File: src/rtl/ghash_acc.sv
// ghash_acc: sequential GHASH accumulator wrapped around an external gf_mul_128.
// Each accepted block X produces Y <= (Y ^ X) * H. After the block flagged
// last, the final Y is held on tag until tag_ready.
// The multiplier sits beside this block; it is reached only through mul_a,
// mul_b (registered operands) and mul_c (reduced product). mul_c is sampled
// MUL_LAT cycles after the operands are launched.
// Optional feature: define GHASH_BLK_CNT_EN to add the blk_cnt output, which
// counts accepted blocks per message.
module ghash_acc #(
  parameter int MUL_LAT = 1
) (
  input  logic         clk,
  input  logic         rst,
  input  logic         h_load,
  input  logic [127:0] h_in,
  input  logic         blk_valid,
  output logic         blk_ready,
  input  logic [127:0] blk_data,
  input  logic         blk_last,
  output logic [127:0] mul_a,
  output logic [127:0] mul_b,
  input  logic [127:0] mul_c,
  output logic         tag_valid,
  input  logic         tag_ready,
  output logic [127:0] tag,
  output logic         busy
`ifdef GHASH_BLK_CNT_EN
  ,
  output logic [31:0]  blk_cnt
`endif
);

  typedef enum logic [1:0] {
    S_IDLE = 2'd0,
    S_ACC  = 2'd1,
    S_MUL  = 2'd2,
    S_DONE = 2'd3
  } state_t;

  // Launch cycle is counted separately, so the counter starts one short.
  localparam logic [3:0] CNT_INIT = 4'(MUL_LAT - 1);

  state_t       state_q;
  logic [127:0] h_q;
  logic [127:0] y_q;
  logic [127:0] mul_a_q;
  logic [127:0] mul_b_q;
  logic [127:0] tag_q;
  logic         tag_valid_q;
  logic         last_q;
  logic [3:0]   cnt_q;
  logic         blk_accept_s;
`ifdef GHASH_BLK_CNT_EN
  logic [31:0]  blk_cnt_q;
`endif

  // Ready only while waiting for a block; a key load in the same cycle wins.
  always_comb begin
    blk_ready = 1'b0;
    if (state_q == S_ACC) begin
      blk_ready = !h_load;
    end else begin
      blk_ready = 1'b0;
    end
  end

  assign blk_accept_s = blk_valid && blk_ready;

  // Main controller: key load, block accept, product capture, tag handshake.
  always_ff @(posedge clk) begin
    if (rst) begin
      state_q     <= S_IDLE;
      h_q         <= 128'd0;
      y_q         <= 128'd0;
      mul_a_q     <= 128'd0;
      mul_b_q     <= 128'd0;
      tag_q       <= 128'd0;
      tag_valid_q <= 1'b0;
      last_q      <= 1'b0;
      cnt_q       <= 4'd0;
`ifdef GHASH_BLK_CNT_EN
      blk_cnt_q   <= 32'd0;
`endif
    end else begin
      case (state_q)
        S_IDLE: begin
          if (h_load) begin
            h_q     <= h_in;
            y_q     <= 128'd0;
`ifdef GHASH_BLK_CNT_EN
            blk_cnt_q <= 32'd0;
`endif
            state_q <= S_ACC;
          end
        end
        S_ACC: begin
          if (h_load) begin
            // Re-key starts a fresh message.
            h_q <= h_in;
            y_q <= 128'd0;
`ifdef GHASH_BLK_CNT_EN
            blk_cnt_q <= 32'd0;
`endif
          end else if (blk_accept_s) begin
            mul_a_q <= y_q ^ blk_data;
            mul_b_q <= h_q;
            last_q  <= blk_last;
            cnt_q   <= CNT_INIT;
`ifdef GHASH_BLK_CNT_EN
            blk_cnt_q <= blk_cnt_q + 32'd1;
`endif
            state_q <= S_MUL;
          end
        end
        S_MUL: begin
          if (cnt_q == 4'd0) begin
            y_q <= mul_c;
            if (last_q) begin
              tag_q       <= mul_c;
              tag_valid_q <= 1'b1;
              state_q     <= S_DONE;
            end else begin
              state_q <= S_ACC;
            end
          end else begin
            cnt_q <= cnt_q - 4'd1;
          end
        end
        S_DONE: begin
          // Key is kept across messages; only the accumulator is cleared.
          if (tag_ready) begin
            tag_valid_q <= 1'b0;
            y_q         <= 128'd0;
`ifdef GHASH_BLK_CNT_EN
            blk_cnt_q   <= 32'd0;
`endif
            state_q     <= S_ACC;
          end
        end
        default: begin
          state_q <= S_IDLE;
        end
      endcase
    end
  end

  assign mul_a     = mul_a_q;
  assign mul_b     = mul_b_q;
  assign tag       = tag_q;
  assign tag_valid = tag_valid_q;
  assign busy      = (state_q == S_MUL) || (state_q == S_DONE);
`ifdef GHASH_BLK_CNT_EN
  assign blk_cnt   = blk_cnt_q;
`endif

endmodule

File: config.mk
export PLATFORM = sky130hd
export DESIGN_NAME = ghash_acc
export DESIGN_NICKNAME = d
export VERILOG_FILES = /design/src/rtl/ghash_acc.sv
export SDC_FILE = /design/constraint.sdc
export NUM_CORES = 1
export LEC_CHECK = 0
export BUFFER_PORTS_ARGS = -buffer_cell sky130_fd_sc_hd__buf_2
export CAP_MARGIN = 20
export CORE_AREA = 2 2 305 307
export DETAILED_ROUTE_END_ITERATION = 10
export DIE_AREA = 0 0 307 309
export PLACE_DENSITY = 0.44
export SETUP_SLACK_MARGIN = 0.5
export SKIP_LAST_GASP = 1
export SLEW_MARGIN = 15
export SYNTH_ARGS = -nofsm -noshare
export SYNTH_HDL_FRONTEND = slang
export SYNTH_SLANG_ARGS = --single-unit
File: constraint.sdc
create_clock -name clk -period 2 [get_ports clk]
set_input_delay 0.4 -clock clk [delete_from_list [all_inputs] [get_ports clk]]
set_output_delay 0.4 -clock clk [all_outputs]
set_load 0.01 [all_outputs]
==> reports/results.tsv, run 1 <==
stage	metric	value	unit
status	status	finished with violations	
status	failing checks	negative setup slack	
grt	total congestion overflow	0	
clocking	clock buffer depth	3	
synth	cell area after synthesis	23700	sq um
worst_setup_path	WS Path Type	reg2reg	
synth	Syn Nets	3255	
die	Die X-Extent	307	microns
die	Initial Util	25.9	%
synth	sequential cell area fraction in the yosys report	54.8	%
synth	Yosys cell types	41	
timing	Final min period	2.02	ns
synth	Post-Synthesis Cells	2859	
final_layout	share of post-route cells with drive strength above 1	44.7	%
synth	Synth warnings	0	
grt	initial antenna violation count	19	
place	GP Congestion	0.839	
min_path	Hold Path Class	in2reg	
die	Core Rows	111	
place	I/O Buffers	776	
clocking	number of CTS-inserted buffers	77	
run	MaxCap Viol Count	0	
worst_setup_path	worst path arrival time	2.58	ns
pwr	worst vdd ir	0.639	mV
place	cell count after placement	4701	
worst_setup_path	R2R Setup Slk	-0.02	ns
pwr	Static Leak	16.5	nW
timing	RSZ-0062 raised after global routing	yes	
worst_setup_path	Crit. End Element	flip-flop	
place	post-DP HPWL	68600	microns
clocking	clock input transition at the sequential cells of the worst setup and hold paths	0.06	ns
timing	Worst-Margin Slew	0.973	ns
detailed_routing	# DRC	0	
clocking	root buf cell	clkbuf_16	
timing	setup TNS	-0.0835	ns
grt	pin count of the biggest net entering global routing	115	
die	Die Height	309	microns
final_layout	Fillers	9010	
clocking	CTS tree	built	
min_path	depth of the worst hold-timing path	3	
worst_setup_path	reg2reg end	y_q[93]	
synth	average size of a mapped cell	8.28	sq um
final_layout	final cell count without fillers	5234	
detailed_routing	ANT nets after route	0	
worst_setup_path	R2R depth	11	
detailed_routing	1st-iter DRT viols	1472	
die	area of the core	91400	sq um
timing	Max Clk Rate	495	MHz
clocking	Max H-tree Level	3	
final_layout	Finished Core Util	44.7	%
timing	Slew HR	35.2	%
detailed_routing	via density per instance	4.61	
worst_setup_path	Max FO, Critical Path	8	
grt	GRT Total Usage	20.8	%
detailed_routing	Pre-antenna DRT Iters	7	
timing	# setup viols final	9	
timing	period utilization	101	%
min_path	Worst Min Path Start	h_in[49]	
synth	#FFs+latches synth	648	
timing	post-route setup slack	-0.0194	ns
min_path	Hold Path End	h_q[49]	
clocking	later-pin clock latency in the skew report	0.63	ns
worst_setup_path	Worst Path Required	2.56	ns
timing	Fin. Hold Viols	0	
final_layout	Final nets	4375	
grt	first-pass GRT wire length	149000	microns
clocking	Num Clock Sinks	648	
detailed_routing	Avg WL per Cell	21.2	microns
grt	vias in the first global route	22600	
worst_setup_path	Critical Path Start Type	flip-flop	
timing	Layout Skew	0.0103	ns
final_layout	layout overhead on the synthesized area	72.6	%
worst_setup_path	r2r startpoint	cnt_q[1]	
pwr	PD cells	841	nW/um^2
timing	Slew Viols, Final	0	
detailed_routing	final wirelength	111000	microns
die	Die ar.	94900	sq um
die	I/O Pins	777	
detailed_routing	via count	24100	
==> per-layer routing <==
metal	vias up	part of all wire (%)	track usage, %
li1	11800	-	-
met1	11500	43	25.9
met2	644	48	35.7
met3	188	4.9	4.43
met4	10	3.2	7.26
met5	-	0.061	0
==> Yosys cell counts, drive strengths merged <==
library cell / count / area, sq um
nand2: 904 / 3390
dfxtp: 648 / 13000
a21oi: 516 / 2590
nor2: 132 / 498
a211oi: 129 / 968
nand3: 129 / 646
xnor2: 128 / 1120
clkbuf: 121 / 454
buf: 107 / 686
inv: 9 / 33.8
ha: 6 / 75.1
nand2b: 4 / 32.5
a31oi: 2 / 12.5
and3: 2 / 17.5
nand3b: 2 / 15.0
nand4: 2 / 12.5
nor3b: 2 / 26.3
o21a: 2 / 15.0
a2111oi: 1 / 8.76
a22o: 1 / 8.76
a22oi: 1 / 7.51
a311oi: 1 / 8.76
and2: 1 / 6.26
mux2: 1 / 11.3
nor3: 1 / 5.00
o211a: 1 / 17.5
o211ai: 1 / 7.51
o21ai: 1 / 5.00
o21bai: 1 / 7.51
o22ai: 1 / 6.26
o31ai: 1 / 7.51
or2: 1 / 6.26
==> worst max path at each step <==
stage               cells past startpoint  slack, ns      end  startpoint
detailed placement                      7       0.01  y_q[94]    cnt_q[1]
global route                           11      -0.10  tag[53]    cnt_q[1]
CTS                                     3      -0.05     busy  state_q[0]
global placement                        7       0.04  y_q[93]    cnt_q[1]
finish                                 11      -0.02  y_q[93]    cnt_q[1]
floorplan                               8       0.45  tag[19]    cnt_q[1]
==> worst max-delay path, cell delays in order (launching register included) <==
cell     delay [ns]
dfxtp_2        0.32
inv_2          0.07
ha_4           0.13
nor3b_4        0.26
buf_4          0.16
o211a_4        0.18
buf_6          0.12
buf_16         0.16
buf_12         0.12
buf_16         0.14
nand3_2        0.09
a21oi_2        0.18
==> cells by family after synthesis <==
group                      Yosys count  share of synthesized area [%]
and+or+nand+nor                   1180                           19.7
DFF                                648                           54.8
AOI/OAI and AO/OA                  659                           15.5
muxes                                1                         0.0475
buffers and inverters              237                           4.96
xor gates and xnor gates           128                           4.73
adders and majority gates            6                          0.317
==> where the power goes <==
part / total [mW] / switching (mW) / internal [mW]
Combinational: 6.45 / 3.28 / 3.17
Sequential: 13.7 / 0.292 / 13.4
Clock: 14.2 / 5.74 / 8.45
Total: 34.4 / 9.32 / 25.1
==> registers in the layout, summed over array words and instances (netlist names) <==
signal     count
y_q          128
mul_b        128
tag          128
tag_valid      1
state_q        2
h_q          128
mul_a        128
cnt_q          4
last_q         1
==> stage by stage <==
stage	worst slack, ns	area, sq um	hold WS [ns]	total power [mW]
after detailed placement	0.0129	29700	0.441	17.7
after global routing	-0.105	40900	0.00710	35.7
after CTS	-0.0504	37400	0.000351	33.7
final	-0.0194	40900	0.0456	34.4
after floorplan	0.449	24200	0.432	16.0
after global placement	0.0402	29700	0.436	17.7
==> layout by cell type (no fill, tap or decap), types with 2 or more instances in the layout <==
cell type      Yosys  routed
nand3_1          129      24
a21oi_2            2     187
diode_2            0      11
a31oi_1            2       2
clkbuf_1         121      18
nor2_1           131     130
ha_2               0       2
a211oi_1         129     129
a21oi_1          514     329
dlygate4sd3_1      0     186
buf_6             16      43
nor2_4             0       2
xnor2_1          128     128
nand3b_1           2       2
dfxtp_1          648     644
clkbuf_8           0      15
clkbuf_16          0     114
clkinv_2           0      17
inv_2              0       4
clkinvlp_4         0       2
buf_4             20      63
inv_1              9       3
nand3_4            0      13
nand2b_1           3       3
nand3_2            0      92
dfxtp_2            0       2
nand4_1            2       2
nand2_4            0     181
nand2_2            0     102
dfxtp_4            0       2
buf_8              1      30
nand2_1          904     621
inv_4              0       2
bufinv_16          0       4
buf_12             0      77
buf_2             62     773
ha_4               0       3
buf_16             0      64
==> repair_timing <==
| item | in CTS | in global routing |
|---|---|---|
| hold endpoints to repair | 212 | 0 |
| pin swaps | 226 | 299 |
| hold buffers | 186 | 0 |
| buffers inserted | 71 | 42 |
| endpoints found under the setup margin | 1034 | 1035 |
| gates resized for setup | 355 | 556 |
| cloned | 47 | 39 |
==> area by class of cell <==
class | instances | area (sq um) | share of cell area [%]
tap | 1186 | 1480 | 3.63
sequential | 648 | 13000 | 31.8
inverter | 9 | 38.8 | 0.0949
antenna | 11 | 27.5 | 0.0673
multi-input combinational | 1974 | 12600 | 30.7
clock buffer | 114 | 2300 | 5.63
clock inverter | 23 | 220 | 0.539
timing repair buffer | 1269 | 11300 | 27.6
Note: power is estimated with default switching activity, not from simulation.
==> run 2: changes to the inputs <==
CORE_AREA = 2 2 302 304   (was 2 2 305 307)
DIE_AREA = 0 0 304 306   (was 0 0 307 309)
PLACE_DENSITY = 0.45   (was 0.44)
==> reports/results.tsv, run 2 (same netlist as run 1, synthesis figures left out) <==
stage	metric	value	unit	change
detailed_routing	Avg WL per Cell	21.5	microns	+1.1%
timing	minimum hold slack	0.0444	ns	-0.00121 ns
die	Core Rows	110		-0.90%
timing	Slew HR	65.5	%	+30 points
final_layout	final cell count without fillers	5116		-2.3%
status	failing checks	negative setup slack		
place	dpl ws	0.0974	ns	+0.0845 ns
min_path	Hold Path Class	in2reg		
pwr	PD cells	857	nW/um^2	+1.9%
timing	setup TNS	-0.111	ns	-0.0272 ns
die	I/O Pins	777		unchanged
final_layout	leading cell type in the layout, fill and taps excluded	buf_2		
worst_setup_path	worst path arrival time	1.67	ns	-0.91 ns
final_layout	most frequent cells in the layout	773 x buf_2, 709 x nand2_1, 644 x dfxtp_1, 352 x a21oi_1, 164 x a21oi_2		
final_layout	Final nets	4259		-2.7%
worst_setup_path	Worst Path Required	1.60	ns	-0.96 ns
worst_setup_path	WS Path Type	reg2out		
clocking	clock input transition at the sequential cells of the worst setup and hold paths	0.06	ns	about the same
die	area of the core	89600	sq um	-2.0%
detailed_routing	via count	23600		-2.0%
place	cell count after placement	4675		-0.55%
worst_setup_path	Max FO, Critical Path	3		-5
clocking	Num Clock Sinks	648		unchanged
clocking	clock buffer depth	3		unchanged
grt	GRT Total Usage	21.3	%	+0.48 points
timing	RSZ-0062 raised after global routing	yes		
detailed_routing	final wirelength	110000	microns	-1.2%
timing	Slew Viols, Final	0		unchanged
detailed_routing	via density per instance	4.62		+0.24%
place	GP Congestion	0.833		-0.75%
timing	post-route setup slack	-0.0689	ns	-0.0495 ns
final_layout	share of post-route cells with drive strength above 1	41.5	%	-3.2 points
detailed_routing	ANT nets after route	0		unchanged
clocking	root buf cell	clkbuf_16		
run	MaxCap Viol Count	0		unchanged
grt	pin count of the biggest net entering global routing	94		-18%
final_layout	layout overhead on the synthesized area	64.0	%	
timing	Layout Skew	0.0240	ns	+0.0137 ns
worst_setup_path	CP peak stage delay	0.35	ns	+0.03 ns
die	Initial Util	26.4	%	+0.52 points
grt	vias in the first global route	22400		-0.74%
timing	Max Clk Rate	483	MHz	-2.4%
detailed_routing	Pre-antenna DRT Iters	5		-2
die	Die ar.	93000	sq um	-1.9%
worst_setup_path	crit path max-delay cell type	dfxtp_2		
die	Die X-Extent	304	microns	-0.98%
timing	Final min period	2.07	ns	+0.0495 ns
place	post-DP HPWL	67400	microns	-1.7%
grt	first-pass GRT wire length	150000	microns	+0.55%
worst_setup_path	Critical Path Start Type	flip-flop		
clocking	number of CTS-inserted buffers	78		+1.3%
pwr	Static Leak	15.5	nW	-6.0%
pwr	worst vdd ir	0.541	mV	-15%
status	status	finished with violations		
grt	initial antenna violation count	25		+6
detailed_routing	# DRC	0		unchanged
clocking	later-pin clock latency in the skew report	0.62	ns	about the same
grt	total congestion overflow	0		unchanged
worst_setup_path	Crit. End Element	output port		
detailed_routing	1st-iter DRT viols	1318		-10%
clocking	CTS tree	built		
timing	Fin. Hold Viols	0		unchanged
timing	# setup viols final	8		-1
die	Die Height	306	microns	-0.97%
worst_setup_path	worst path cell trace	inv_2 -> ha_4 -> clkbuf_16 -> or2_4 -> buf_6		
timing	period utilization	103	%	+2.5 points
place	I/O Buffers	776		unchanged
clocking	Max H-tree Level	3		unchanged
timing	Worst-Margin Slew	0.517	ns	-0.455 ns
run 2: changes by cell type in the layout (fill, tap and decap cells not counted), moves of 13 or more:
cell,delta
a21oi_2,-23
nand2_2,-58
nand3_2,-22
nand2_1,+88
dlygate4sd3_1,-74
a21oi_1,+23
buf_6,-15
buf_8,-13
nand3_1,+30
nand2_4,-30
run 2: layout make-up:
class,instances,area (sq um)
Fill cell,9042,50800
Sequential cell,648,13000
Multi-Input combinational cell,1974,12000
Timing Repair Buffer,1152,9840
Clock buffer,121,2290
Tap cell,1176,1470
Clock inverter,18,204
Antenna cell,18,45.0
Inverter,9,38.8
run 2: routing by layer:
layer	GRT usage [%]	wire, microns	up-vias
met2	35.8	52900	630
li1	-	-	11500
met4	8.82	4040	10
met3	4.85	5720	211
met5	0	67	-
met1	26.3	47000	11200
run 2: critical path: cells and delay by family, from the launching register on:
family                     cells  cell delay (ns)
DFF                            1             0.35
adders and majority gates      1             0.16
buffers and inverters          3             0.32
and+or+nand+nor                1             0.22
run 2: power by group:
part           switching [mW]  total [mW]  internal [mW]  leakage [nW]
combinational            2.98        5.50           2.52          9.00
sequential              0.296        13.7           13.4          5.25
clock                    5.86        14.1           8.20          1.23
total                    9.14        33.3           24.1          15.5
run 2: per-stage QoR:
| stage | cell area, sq um | power, mW | util [%] |
|---|---|---|---|
| 2_1_floorplan | 24200 | 16.0 | - |
| 3_5_place_dp | 29600 | 17.7 | 33.0 |
| 5_1_grt | 38800 | 34.6 | 43.3 |
| 6_report | 38800 | 33.3 | 43.3 |
| 4_1_cts | 35500 | 32.5 | 39.6 |
| 3_3_place_gp | 29600 | 17.7 | 33.0 |
run 2: final timing paths:
| check | start | to | slack, ns | depth (start not counted) |
|---|---|---|---|---|
| setup / recovery | state_q[0] | busy | -0.07 | 5 |
| hold / removal | h_in[43] | h_q[43] | 0.04 | 3 |
| setup reg to reg | state_q[0] | mul_b[47] | -0.01 | 12 |
| hold reg to reg | mul_b[127] | mul_b[127] | 0.45 | 2 |
run 2: repair_timing:
item | 4_1_cts | 5_1_grt
setup buffers | 51 | 39
endpoints found under the hold margin | 114 | 0
hold buffers | 112 | 0
setup endpoints to repair | 1026 | 1034
gates cloned | 43 | 39
pin swaps | 72 | 214
resized for setup | 149 | 540
==> run 3: changes to the inputs <==
PLACE_DENSITY = default   (was 0.45)
==> reports/results.tsv, run 3 (same netlist as run 1, synthesis figures left out) <==
stage	metric	value	unit	change
worst_setup_path	worst path cell trace	inv_2 -> ha_4 -> buf_12 -> or2_4 -> buf_6		
min_path	Hold Path Class	in2reg		
place	GP Congestion	0.906		+8.8%
clocking	root buf cell	clkbuf_16		
timing	Fin. Hold Viols	0		unchanged
timing	Slew HR	65.6	%	about the same
worst_setup_path	Worst Path Required	1.60	ns	about the same
clocking	Num Clock Sinks	648		unchanged
timing	# setup viols final	2		-6
clocking	later-pin clock latency in the skew report	0.63	ns	about the same
status	failing checks	negative setup slack		
detailed_routing	ANT nets after route	0		unchanged
detailed_routing	final wirelength	91400	microns	-17%
grt	vias in the first global route	22200		-1.3%
clocking	clock buffer depth	3		unchanged
clocking	CTS tree	built		
worst_setup_path	WS Path Type	reg2out		
worst_setup_path	CP peak stage delay	0.35	ns	about the same
clocking	clock input transition at the sequential cells of the worst setup and hold paths	0.06	ns	about the same
final_layout	layout overhead on the synthesized area	49.7	%	
worst_setup_path	Crit. End Element	output port		
detailed_routing	via count	23300		-1.2%
worst_setup_path	worst path arrival time	1.65	ns	-0.02 ns
grt	total congestion overflow	0		unchanged
pwr	PD cells	892	nW/um^2	+4.1%
die	area of the core	89600	sq um	unchanged
die	Initial Util	26.4	%	unchanged
grt	GRT Total Usage	18.4	%	-2.9 points
clocking	Max H-tree Level	3		unchanged
worst_setup_path	Worst Setup SP	state_q[0]		
worst_setup_path	r2r startpoint	state_q[0]		
min_path	Hold Path End	tag[61]		
worst_setup_path	crit path max-delay cell type	dfxtp_4		
place	I/O Buffers	776		unchanged
detailed_routing	1st-iter DRT viols	1876		+42%
die	Core Rows	110		unchanged
grt	initial antenna violation count	19		-24%
grt	pin count of the biggest net entering global routing	108		+15%
pwr	Final Power	31.6	mW	-5.0%
final_layout	Final nets	4271		+0.28%
status	status	finished with violations		
min_path	depth of the worst hold-timing path	3		unchanged
worst_setup_path	Max FO, Critical Path	3		unchanged
place	post-DP HPWL	62200	microns	-7.8%
detailed_routing	# DRC	0		unchanged
die	Die ar.	93000	sq um	unchanged
grt	first-pass GRT wire length	133000	microns	-11%
timing	Slew Viols, Final	0		unchanged
timing	Max Clk Rate	489	MHz	+1.1%
worst_setup_path	Critical Path Start Type	flip-flop		
detailed_routing	Avg WL per Cell	17.9	microns	-17%
timing	Final min period	2.05	ns	-0.0224 ns
die	I/O Pins	777		unchanged
run	MaxCap Viol Count	0		unchanged
detailed_routing	via density per instance	4.56		-1.2%
worst_setup_path	R2R depth	9		-3
detailed_routing	met2 routed WL	44100	microns	-17%
timing	Worst-Margin Slew	0.504	ns	-0.0138 ns
die	Die X-Extent	304	microns	unchanged
pwr	Static Leak	14.1	nW	-8.6%
detailed_routing	routed wl met3	5610	microns	-1.9%
pwr	worst vdd ir	0.673	mV	+24%
final_layout	most frequent cells in the layout	889 x nand2_1, 773 x buf_2, 644 x dfxtp_1, 501 x a21oi_1, 200 x dlygate4sd3_1		
detailed_routing	Pre-antenna DRT Iters	6		+1
min_path	Worst Min Path Start	mul_c[61]		
timing	post-route setup slack	-0.0465	ns	+0.0224 ns
detailed_routing	met1 wire length	37600	microns	-20%
timing	Layout Skew	0.0121	ns	-0.0119 ns
timing	RSZ-0062 raised after global routing	yes		
final_layout	leading cell type in the layout, fill and taps excluded	nand2_1		
final_layout	share of post-route cells with drive strength above 1	30.6	%	-11 points
timing	period utilization	102	%	-1.1 points
detailed_routing	DR top layer	met5		
clocking	number of CTS-inserted buffers	74		-5.1%
place	dpl ws	0.0769	ns	-0.0205 ns
timing	setup TNS	-0.0606	ns	+0.0501 ns
worst_setup_path	R2R Setup Slk	0.01	ns	+0.02 ns
worst_setup_path	reg2reg end	y_q[43]		
die	Die Height	306	microns	unchanged
==> run 3: final cells by class <==
class | count | area, sq um
fillers | 8982 | 54100
flip-flops and latches | 648 | 13000
multi-input cells | 1974 | 10100
repair buffers | 1168 | 8410
clock buffers | 108 | 2200
well taps | 1176 | 1470
clock inverters | 17 | 179
diodes | 16 | 40.0
inverters | 9 | 38.8
==> run 3: stage by stage <==
stage	hold WS (ns)	area [sq um]	cells	utilization, %
floorplan	0.432	24200	2859	-
global placement	0.436	29800	4722	33.3
detailed placement	0.442	29800	4722	33.3
CTS	0.000615	34900	5082	39.0
global route	0.0124	35500	5116	39.6
finish	0.0581	35500	5116	39.6
==> run 3: layer usage <==
layer | GRT usage, % | vias to the layer above
li1 | - | 11500
met1 | 22.2 | 10900
met2 | 30.8 | 768
met3 | 4.38 | 214
met4 | 9.30 | 4
met5 | 0 | -
==> run 3: worst max-delay path by stage <==
| stage | slack (ns) | to |
|---|---|---|
| 4_1_cts | -0.09 | busy |
| 5_1_grt | -0.14 | y_q[43] |
| 3_3_place_gp | 0.07 | tag[16] |
| 2_1_floorplan | 0.45 | tag[19] |
| 3_5_place_dp | 0.08 | tag[16] |
| 6_report | -0.05 | busy |
==> run 3: worst max-delay path, delay by kind of cell, from the launching register on <==
kind	cells	cell delay, ns
flops	1	0.35
buf+inv	3	0.29
simple gates	1	0.22
fa+ha+maj	1	0.17
==> run 3: timing repair <==
item	CTS	global route
buffers inserted	22	10
pin swaps	11	17
hold buffers	200	0
resized for setup	30	47
hold endpoints to repair	226	0
gates cloned	13	8
endpoints found under the setup margin	1035	1035
==> run 3: report_power, final <==
part           switching, mW  internal (mW)  leakage, nW
Clock                   5.46           8.00         1.18
Combinational           2.46           1.98         7.71
Sequential             0.285           13.4         5.25
